File: config.mk
export PLATFORM = sky130hd
export DESIGN_NAME = ht_multi_cmd_frontend
export DESIGN_NICKNAME = d
export VERILOG_FILES = /design/src/rtl/ht_multi_cmd_frontend_pkg.sv /design/src/rtl/ht_multi_cmd_frontend_rr_arbiter.sv /design/src/rtl/ht_multi_cmd_frontend.sv
export SDC_FILE = /design/constraint.sdc
export NUM_CORES = 1
export LEC_CHECK = 0
export CORE_MARGIN = 1.5
export CORE_UTILIZATION = 42
export CTS_CLUSTER_DIAMETER = 40
export CTS_CLUSTER_SIZE = 40
export DETAILED_ROUTE_END_ITERATION = 6
export PLACE_DENSITY = 0.78
export SLEW_MARGIN = 30
export SYNTH_ARGS = -nofsm -noshare
export SYNTH_HDL_FRONTEND = slang
export SYNTH_SLANG_ARGS = --single-unit
File: constraint.sdc
create_clock -name clk_i -period 4 [get_ports clk_i]
set_input_delay 0.4 -clock clk_i [delete_from_list [all_inputs] [get_ports clk_i]]
set_output_delay 0.4 -clock clk_i [all_outputs]
set_load 0.1 [all_outputs]
File: src/rtl/ht_multi_cmd_frontend_pkg.sv
// Shared hash-table types, widths and the bucket XOR fold used by both the RTL and its reference model.
// Pure declarations: no latency, no flow control.
package hash_table;

  localparam int KEY_WIDTH     = 32;
  localparam int VALUE_WIDTH   = 16;
  localparam int BUCKET_WIDTH  = 8;
  localparam int PTR_WIDTH     = 16;
  localparam int MAX_CHANNELS  = 16;
  localparam int BUCKET_CHUNKS = (KEY_WIDTH + BUCKET_WIDTH - 1) / BUCKET_WIDTH;

  typedef enum logic [1:0] {
    OP_INIT   = 2'd0,
    OP_SEARCH = 2'd1,
    OP_INSERT = 2'd2,
    OP_DELETE = 2'd3
  } ht_opcode_t;

  typedef logic [$clog2(MAX_CHANNELS)-1:0] ht_chan_t;

  typedef struct packed {
    ht_opcode_t             op;
    logic [KEY_WIDTH-1:0]   key;
    logic [VALUE_WIDTH-1:0] value;
  } ht_command_t;

  typedef struct packed {
    ht_command_t             cmd;
    logic [BUCKET_WIDTH-1:0] bucket;
    logic [PTR_WIDTH-1:0]    head_ptr;
    logic                    head_ptr_val;
  } ht_pdata_t;

  typedef enum logic {
    BAR_OPEN = 1'b0,
    BAR_BUSY = 1'b1
  } bar_state_t;

  // Top chunk is zero-padded when KEY_WIDTH is not a multiple of BUCKET_WIDTH
  function automatic logic [BUCKET_WIDTH-1:0] calc_bucket(input logic [KEY_WIDTH-1:0] key);
    logic [BUCKET_CHUNKS*BUCKET_WIDTH-1:0] padded;
    logic [BUCKET_WIDTH-1:0]               acc;
    padded = (BUCKET_CHUNKS*BUCKET_WIDTH)'(key);
    acc    = '0;
    for (int i = 0; i < BUCKET_CHUNKS; i++) begin
      acc = acc ^ padded[i*BUCKET_WIDTH +: BUCKET_WIDTH];
    end
    return acc;
  endfunction

endpackage

File: src/rtl/ht_multi_cmd_frontend_rr_arbiter.sv
// Round-robin arbiter: combinational grant searched from ptr_q; ptr_q moves past the grant on accept.
// Zero latency; the grant depends only on requests and ptr_q, never on accept, so no valid/ready loop.
module ht_rr_arbiter #(
  parameter int N  = 4,
  parameter int IW = $clog2(N)
) (
  input  logic          clk_i,
  input  logic          rst_i,
  input  logic [N-1:0]  req_i,
  input  logic          accept_i,
  output logic [N-1:0]  grant_onehot_o,
  output logic [IW-1:0] grant_idx_o,
  output logic          grant_vld_o
);

  logic [IW-1:0] ptr_q, ptr_d;
  logic [IW-1:0] cand;

  always_comb begin
    grant_onehot_o = '0;
    grant_idx_o    = '0;
    grant_vld_o    = 1'b0;
    cand           = ptr_q;
    for (int k = 0; k < N; k++) begin
      if (!grant_vld_o && req_i[cand]) begin
        grant_vld_o          = 1'b1;
        grant_idx_o          = cand;
        grant_onehot_o[cand] = 1'b1;
      end
      cand = (cand == IW'(N-1)) ? '0 : cand + IW'(1);
    end
  end

  always_comb begin
    ptr_d = ptr_q;
    if (accept_i) begin
      ptr_d = (grant_idx_o == IW'(N-1)) ? '0 : grant_idx_o + IW'(1);
    end
  end

  always_ff @(posedge clk_i or negedge rst_i) begin
    if (!rst_i) begin
      ptr_q <= '0;
    end else begin
      ptr_q <= ptr_d;
    end
  end

endmodule

File: src/rtl/ht_multi_cmd_frontend.sv
// Hash-table command front-end: RR-arbitrates CHANNELS sources, folds key to bucket, HASH_STAGES-cycle pipe, OP_INIT barrier.
// A downstream stall freezes every stage and drops all cmd_ready_o; HT_FRONTEND_STATS_EN adds per-channel accept counters.
import hash_table::*;

module ht_multi_cmd_frontend #(
  parameter int CHANNELS    = 4,
  parameter int HASH_STAGES = 2,
  parameter int CW          = $clog2(CHANNELS)
) (
  input  logic                      clk_i,
  input  logic                      rst_i,
  input  ht_command_t [CHANNELS-1:0] cmd_i,
  input  logic [CHANNELS-1:0]       cmd_valid_i,
  output logic [CHANNELS-1:0]       cmd_ready_o,
  output ht_pdata_t                 pdata_o,
  output logic [CW-1:0]             pdata_chan_o,
  output logic                      pdata_valid_o,
  input  logic                      pdata_ready_i,
  input  logic                      init_done_i,
`ifdef HT_FRONTEND_STATS_EN
  input  logic                      stat_clr_i,
  output logic [CHANNELS-1:0][31:0] stat_accept_cnt_o,
`endif
  output logic                      init_busy_o
);

  logic                advance;
  logic                accept_ok;
  logic                accept;
  logic [CHANNELS-1:0] grant_onehot;
  logic [CW-1:0]       grant_idx;
  logic                grant_vld;
  ht_command_t         grant_cmd;

  bar_state_t bar_q, bar_d;

  ht_pdata_t              stage_dat_q  [HASH_STAGES];
  ht_pdata_t              stage_dat_d  [HASH_STAGES];
  logic [CW-1:0]          stage_chan_q [HASH_STAGES];
  logic [CW-1:0]          stage_chan_d [HASH_STAGES];
  logic [HASH_STAGES-1:0] stage_vld_q, stage_vld_d;

  assign advance     = !pdata_valid_o || pdata_ready_i;
  // rst_i in the gate keeps every ready low for the whole time reset is held
  assign accept_ok   = advance && !init_busy_o && rst_i;
  assign cmd_ready_o = accept_ok ? grant_onehot : '0;
  assign accept      = accept_ok && grant_vld;
  assign grant_cmd   = cmd_i[grant_idx];

  ht_rr_arbiter #(.N(CHANNELS), .IW(CW)) u_arb (
    .clk_i          (clk_i),
    .rst_i          (rst_i),
    .req_i          (cmd_valid_i),
    .accept_i       (accept),
    .grant_onehot_o (grant_onehot),
    .grant_idx_o    (grant_idx),
    .grant_vld_o    (grant_vld)
  );

  // Done pulses while open are dropped; an INIT accept wins over a same-cycle done
  always_comb begin
    bar_d = bar_q;
    case (bar_q)
      BAR_OPEN: if (accept && grant_cmd.op == OP_INIT) bar_d = BAR_BUSY;
      BAR_BUSY: if (init_done_i) bar_d = BAR_OPEN;
      default:  bar_d = BAR_OPEN;
    endcase
  end

  always_comb begin
    stage_vld_d = stage_vld_q;
    for (int i = 0; i < HASH_STAGES; i++) begin
      stage_dat_d[i]  = stage_dat_q[i];
      stage_chan_d[i] = stage_chan_q[i];
    end
    if (advance) begin
      stage_vld_d[0] = accept;
      if (accept) begin
        stage_dat_d[0].cmd          = grant_cmd;
        stage_dat_d[0].bucket       = calc_bucket(grant_cmd.key);
        stage_dat_d[0].head_ptr     = '0;
        stage_dat_d[0].head_ptr_val = 1'b0;
        stage_chan_d[0]             = grant_idx;
      end
      for (int i = 1; i < HASH_STAGES; i++) begin
        stage_vld_d[i]  = stage_vld_q[i-1];
        stage_dat_d[i]  = stage_dat_q[i-1];
        stage_chan_d[i] = stage_chan_q[i-1];
      end
    end
  end

  always_ff @(posedge clk_i or negedge rst_i) begin
    if (!rst_i) begin
      bar_q       <= BAR_OPEN;
      stage_vld_q <= '0;
      for (int i = 0; i < HASH_STAGES; i++) begin
        stage_dat_q[i]  <= '0;
        stage_chan_q[i] <= '0;
      end
    end else begin
      bar_q       <= bar_d;
      stage_vld_q <= stage_vld_d;
      for (int i = 0; i < HASH_STAGES; i++) begin
        stage_dat_q[i]  <= stage_dat_d[i];
        stage_chan_q[i] <= stage_chan_d[i];
      end
    end
  end

  assign pdata_o       = stage_dat_q[HASH_STAGES-1];
  assign pdata_chan_o  = stage_chan_q[HASH_STAGES-1];
  assign pdata_valid_o = stage_vld_q[HASH_STAGES-1];
  assign init_busy_o   = (bar_q == BAR_BUSY);

`ifdef HT_FRONTEND_STATS_EN
  logic [CHANNELS-1:0][31:0] cnt_q, cnt_d;

  always_comb begin
    cnt_d = cnt_q;
    for (int c = 0; c < CHANNELS; c++) begin
      if (stat_clr_i) begin
        cnt_d[c] = '0;
      end else if (cmd_ready_o[c] && cmd_valid_i[c] && cnt_q[c] != 32'hFFFF_FFFF) begin
        cnt_d[c] = cnt_q[c] + 32'd1;
      end
    end
  end

  always_ff @(posedge clk_i or negedge rst_i) begin
    if (!rst_i) begin
      cnt_q <= '0;
    end else begin
      cnt_q <= cnt_d;
    end
  end

  assign stat_accept_cnt_o = cnt_q;
`endif

endmodule
* Yosys cells after proc, flatten, opt, wreduce, memory -nomap -nowiden
Index checks and enable logic that the tools add are counted.
** Word-level totals
- Bits in registers :: 125
- Memories :: 0
- Latch bits :: 0
- Word-level logic and storage cells :: 94
- Memory bits (writable) :: 0
- Bits of input ports :: 208
- Memory bits (read-only) :: 0
- Output and inout port bits :: 83
** Cells by class
- $mul :: 0
- Divide/modulo/power cells :: 0
- Mux-type cells :: 38
- Reduce and logical (&&, ||, !) cells :: 19
- Shifts and indexed selects :: 0
- Bitwise logic cells :: 7
- Add/subtract/negate cells :: 4
- $lt $le $gt $ge :: 9
- Equality and inequality tests :: 4
** Operators by type and width (number)
- 50-bit binary-select mux with 2-bit select :: 1
- 50-bit 2-to-1 mux :: 1
- 8-bit XOR :: 3
- 4-bit 2-to-1 mux :: 5
- 2-bit 2-to-1 mux :: 8
- 2-bit by 3-bit less-than comparator with 1-bit output, second input constant :: 5
- 1-bit 2-to-1 mux :: 14
- 4-bit bitwise OR :: 3
- 1-bit logical AND :: 11
- 2-bit by 1-bit adder with 2-bit output, second input constant :: 4
- 1-bit binary-select mux with 2-bit select :: 4
- 1-bit demux with 2-bit select :: 4
- 2-bit equality test, second input constant :: 4
- 2-bit by 1-bit >= comparator with 1-bit output, second input constant :: 4
- 1-bit zero test :: 5
- 2-bit zero test :: 1
- 1-bit case mux with 2 select lines :: 1
- 2-bit AND reduction :: 1
- 1-bit logical OR :: 1
- 1-bit inverter :: 1

* Longest topological paths before layout
- Depth after elaboration :: 18
- Mapped depth :: 18
- Gate-level depth less buffers :: 12

* Hierarchy
A second synthesis with hierarchy kept.
** Unflattened totals
- Cells, all modules :: 527
- Area total of the unflattened synthesis :: 7392.1 um2
** By module, submodules not included
- ht_multi_cmd_frontend :: sequential area each 3078.0 um2, area each 6670.1 um2, cells each 433, times used 1
- ht_rr_arbiter :: sequential area each 50.0 um2, area each 721.9 um2, cells each 94, times used 1

* Least setup slack after synthesis
No wires, ideal clock.
- Path kind :: register -> output
- From :: register u_arb.ptr_q[0]
- To :: output port cmd_ready_o[2]
- Path slack :: -169 ps
- Cell stages (with the launch flop) :: 11
- Buffers on the path :: 3
- Required time :: 3600 ps
- Arrival :: 3769 ps
- Cell sequence :: dfrtp_1 > buf_2 > buf_4 > inv_1 > ha_1 > buf_6 > mux4_2 > nand2b_1 > a31oi_2 > nand2_1 > a21oi_1
** On the way
- Word-level cells in the longest chain between the ends :: 13
- Elaborated cells between the ends (all ways) :: 54
- Those cells by class :: add/sub: 3; order compare: 8; eq/ne: 3; mux: 27; bitwise: 3; reduce/logical: 10
** Ends and longest elaborated chain
- start, declared :: RTL line ht_multi_cmd_frontend_rr_arbiter.sv:16 : logic [IW-1:0] ptr_q, ptr_d;
- start signal, assigned :: RTL line ht_multi_cmd_frontend_rr_arbiter.sv:45 : ptr_q <= ptr_d;
- 2-bit by 1-bit adder with 2-bit output, or another cell as far along :: RTL line ht_multi_cmd_frontend_rr_arbiter.sv:30 : cand = (cand == IW'(N-1)) ? '0 : cand + IW'(1);
- 2-bit 2-to-1 mux / 1-bit 2-to-1 mux (equally long branches) :: RTL line ht_multi_cmd_frontend_rr_arbiter.sv:30, ht_multi_cmd_frontend_rr_arbiter.sv:25
- 2-bit by 1-bit adder with 2-bit output, or another cell as far along :: RTL line ht_multi_cmd_frontend_rr_arbiter.sv:30
- 2-bit 2-to-1 mux, or another cell as far along :: RTL line ht_multi_cmd_frontend_rr_arbiter.sv:30
- 2-bit by 1-bit adder with 2-bit output, or another cell as far along :: RTL line ht_multi_cmd_frontend_rr_arbiter.sv:30
- 2-bit 2-to-1 mux, or another cell as far along :: RTL line ht_multi_cmd_frontend_rr_arbiter.sv:30
- 2-bit by 3-bit less-than comparator with 1-bit output (implied by the code), or another cell as far along :: RTL line ht_multi_cmd_frontend_rr_arbiter.sv:28 : grant_onehot_o[cand] = 1'b1;
- 1-bit logical AND (implied by the code), or another cell as far along :: RTL line ht_multi_cmd_frontend_rr_arbiter.sv:28
- 1-bit 2-to-1 mux (implied by the code), or another cell as far along :: RTL line ht_multi_cmd_frontend_rr_arbiter.sv:28
- 1-bit demux with 2-bit select, or another cell as far along
- 4-bit bitwise OR (no source line) / 1-bit logical AND (equally long branches)
- 4-bit 2-to-1 mux (*) :: RTL line ht_multi_cmd_frontend_rr_arbiter.sv:25 : if (!grant_vld_o && req_i[cand]) begin
- 4-bit 2-to-1 mux (*) :: RTL line ht_multi_cmd_frontend.sv:46 : assign cmd_ready_o = accept_ok ? grant_onehot : '0;
- end, declared :: RTL line ht_multi_cmd_frontend.sv:14 : output logic [CHANNELS-1:0] cmd_ready_o,
Mark *: on every way between the ends. The rest lies on a longest branch, timed or not. The select of a mux whose other input is x is not followed.

* Worst setup path in the final report
- From :: register u_arb.ptr_q[1]
- To :: register stage_dat_q[93] in the netlist's numbering
** On the way
- Word-level cells in the longest chain between the ends :: 17
- Elaborated cells between the ends (all ways) :: 38
- Those cells by class :: add/sub: 3; eq/ne: 3; mux: 21; bitwise: 3; reduce/logical: 8
** Ends and longest elaborated chain
- parallel branches: the longest is 17 deep, another holds 2-bit by 1-bit adder with 2-bit output
- end signal, assigned by index :: RTL line ht_multi_cmd_frontend.sv:105 : stage_dat_q[i] <= stage_dat_d[i];
- end, declared :: RTL line ht_multi_cmd_frontend.sv:37 : ht_pdata_t stage_dat_q [HASH_STAGES];
Parallel ways; which one is timed is not known. The select of a mux whose other input is x is not followed.
A chain may end at the register's enable or synchronous reset.

==> flow_metrics.env <==
export IMPL_grt_max_degree=68
export IMPL_dpl_cell_area_um2=10900
export IMPL_synth_top_area_share_pct=37.4
export IMPL_cpMostUsedCell="a211oi_2"
export IMPL_setup_ws_ns=0.172
export IMPL_first_global_vias=7209
export IMPL_cts_tree="done"
export IMPL_pre_cts_ws_ns=0.142
export IMPL_postRouteAntennaNets=0
export IMPL_skew_ns=0.00674
export IMPL_cp_slowest_cell="mux4_2"
export IMPL_drv_slew=0
export IMPL_dp_hpwl_um=19200
export IMPL_die_x_um=144
export IMPL_rr_worst_depth=13
export IMPL_cp_required_ns=4.33
export IMPL_drcViolationCount=0
export IMPL_tightestPinTransition_ns=1.05
export IMPL_ys_seq_area_share_pct=37.4
export IMPL_relSlewSlack_pct=30.1
export IMPL_ys_types=55
export IMPL_finalCritPeriodShare_pct=95.7
export IMPL_fp_dieH_um=144
export IMPL_vias=7456
export IMPL_min_period_ns=3.83
export IMPL_r2r_end="stage_dat_q[93]$_DFFE_PN0P_"
export IMPL_path_cells="inv_1 > ha_2 > mux4_2 > nor2b_4 > or3_1 > o32a_2 > buf_12 > o211a_1 > a211oi_2 > a211oi_2 > buf_4 > a211o_1 > a31oi_1"
export IMPL_clock_path_buffers=2
export IMPL_firstDrtPassIters=5
export IMPL_startpoint_type="flip-flop"
export IMPL_final_setup_viol_count=0
export IMPL_synth_simple_area_share_pct=13.4
export IMPL_rsz0062_at_grt="no"
export IMPL_fmax_ghz=0.261
export IMPL_hold_class="primary input to async pin"
export IMPL_ff2ff_setup_slack_ns=0.17
export IMPL_synth_compound_area_share_pct=25.5
export IMPL_synthAdderAreaFrac_pct=1.05
export IMPL_hold_buffers=0
export IMPL_fillCellCount=1691
export IMPL_wl_um=26100
export IMPL_root_buffer="clkbuf_16"
export IMPL_synth_top_family_by_area="compound AO/OA/AOI/OAI gates"
export IMPL_cp_max_fo=62
export IMPL_synth_largest_area_cell="dfrtp_1"
export IMPL_synth_mux_area_share_pct=9.52
export IMPL_gp_congestion=0.908
export IMPL_synthFlopType="dfrtp_1"
export IMPL_synth_most_common_cell="nand2_1"
export IMPL_status="completed"
export IMPL_synth_avg_cell_area_um2=9.52
export IMPL_crit_reg2reg_launch="u_arb.ptr_q[1]$_DFFE_PN0P_"
export IMPL_nets=1282
export IMPL_synthXorXnorAreaFrac_pct=0
export IMPL_synth_seq_cells=125
export IMPL_syn2layout_area_growth_pct=37.5
export IMPL_finalHoldViolations=0
export IMPL_wl_per_cell_um=19.3
export IMPL_clock_latency_ns=0.41
export IMPL_stdcell_area_um2=11500
export IMPL_htreeDepth=4
export IMPL_synth_common_cells="nand2_1, dfrtp_1, buf_4"
export IMPL_maxCapViolations=0
export IMPL_viasPerCell=5.54
export IMPL_grt_ovfl_total=0
export IMPL_synth_area_um2=8370
export IMPL_dr_first_iter_drc_count=474
export IMPL_slowest_delay_ns=0.60
export IMPL_grt_pass1_wl_um=38700
export IMPL_ys_top_cells_by_area="dfrtp_1, mux2_2, buf_4"
export IMPL_start_util_pct=42.9
export IMPL_crit_path_end_kind="flip-flop"
export IMPL_async_flop_share_pct=100
export IMPL_synth_cells=879
export IMPL_clkTransAtPathRegs_ns=0.05
export IMPL_yosysWarnings=0
export IMPL_crit_arrival_ns=4.15
export IMPL_antenna_found_initial=1
export IMPL_synth_edf_count=0
export IMPL_rows=51
export IMPL_numCtsBuffers=17
export IMPL_dieArea_um2=20800
export IMPL_pin_count=291
export IMPL_final_layout_size_suffix_gt1_share_pct=19.8
export IMPL_hold_slack_ns=0.177
export IMPL_io_buffers=273
export IMPL_core_um2=19500
export IMPL_critical_path_class="flip-flop to flip-flop"
export IMPL_cts_sinks=125
export IMPL_grtUsageTotal_pct=24.6
export IMPL_fin_setup_tns_ns=0
==> kinds of logic after synthesis <==
group / count (synthesis)
fa+ha+maj: 7
mux: 68
flops: 125
simple gates: 259
compound gates: 231
other cells: 1
buf+inv: 188
==> what timing repair did <==
item                                    4_1_cts  5_1_grt
gates resized for setup                       0        3
endpoints found under the setup margin        0        3
buffers inserted                              0        1
==> placed cells by master (no fill, tap or decap), drive strengths merged, types with 2 or more instances in the layout <==
| cell type | instances |
|---|---|
| clkdlybuf4s50 | 262 |
| nand2 | 166 |
| dfrtp | 125 |
| o211ai | 81 |
| nand3 | 64 |
| mux2 | 63 |
| o211a | 41 |
| buf | 41 |
| a211oi | 40 |
| inv | 39 |
| clkbuf | 21 |
| conb | 17 |
| o31ai | 16 |
| a211o | 16 |
| a31oi | 12 |
| nor2 | 10 |
| ha | 7 |
| o21ai | 7 |
| a21oi | 6 |
| clkinv | 6 |
| a222oi | 4 |
| or3 | 3 |
| mux4 | 3 |
| bufinv | 3 |
| nor2b | 3 |
| diode | 2 |
| mux2i | 2 |
| or2 | 2 |
| and3 | 2 |
==> metal layers <==
| metal | part of all wire (%) | track usage [%] | wire length, µm |
|---|---|---|---|
| met1 | 40 | 30.7 | 10400 |
| met2 | 49 | 41.0 | 12700 |
| met3 | 8.5 | 6.06 | 2230 |
| met4 | 2.6 | 9.46 | 673 |
| met5 | 0 | 0 | 0 |
==> critical path: cells and delay by family, from the launching register on <==
kind	cells	cell delay, ns
AOI/OAI and AO/OA	6	1.37
adders and majority gates	1	0.42
buffers and inverters	3	0.49
DFF	1	0.34
muxes	1	0.60
and+or+nand+nor	2	0.49
==> stage by stage <==
| stage | instances | utilization [%] |
|---|---|---|
| after floorplan | 895 | - |
| after global placement | 1312 | 56.0 |
| after detailed placement | 1312 | 55.9 |
| after CTS | 1344 | 58.9 |
| after global routing | 1346 | 59.0 |
| final | 1347 | 59.0 |
==> registers in the layout, indices dropped and copies added (netlist names) <==
| name | cells |
|---|---|
| stage_vld_q | 2 |
| init_busy_o | 1 |
| stage_dat_q | 58 |
| stage_chan_q | 2 |
| u_arb.ptr_q | 2 |
| pdata_chan_o | 2 |
| pdata_o | 58 |
==> cell type report <==
cell class                      instances  area [µm²]  share of cell area [%]
Tap cell                              265         332                    2.88
Timing Repair Buffer                  303        3040                    26.4
Inverter                               38         143                    1.24
Antenna cell                            2        5.00                  0.0435
Clock buffer                           21         450                    3.91
Sequential cell                       125        3130                    27.2
Multi-Input combinational cell        582        4270                    37.1
Clock inverter                         11         140                    1.22
==> how the worst max path moves through the flow <==
stage	startpoint	endpoint	depth (start not counted)
2_1_floorplan	u_arb.ptr_q[0]$_DFFE_PN0P_	u_arb.ptr_q[0]$_DFFE_PN0P_	17
4_1_cts	u_arb.ptr_q[0]$_DFFE_PN0P_	stage_dat_q[93]$_DFFE_PN0P_	13
3_3_place_gp	cmd_valid_i[2]	stage_dat_q[97]$_DFFE_PN0P_	12
3_5_place_dp	cmd_valid_i[2]	stage_dat_q[93]$_DFFE_PN0P_	12
5_1_grt	u_arb.ptr_q[1]$_DFFE_PN0P_	stage_dat_q[93]$_DFFE_PN0P_	14
6_report	u_arb.ptr_q[1]$_DFFE_PN0P_	stage_dat_q[93]$_DFFE_PN0P_	13
Power is not shown: default switching activity piles up to over one toggle a cycle in this logic, so the estimate is an artifact.
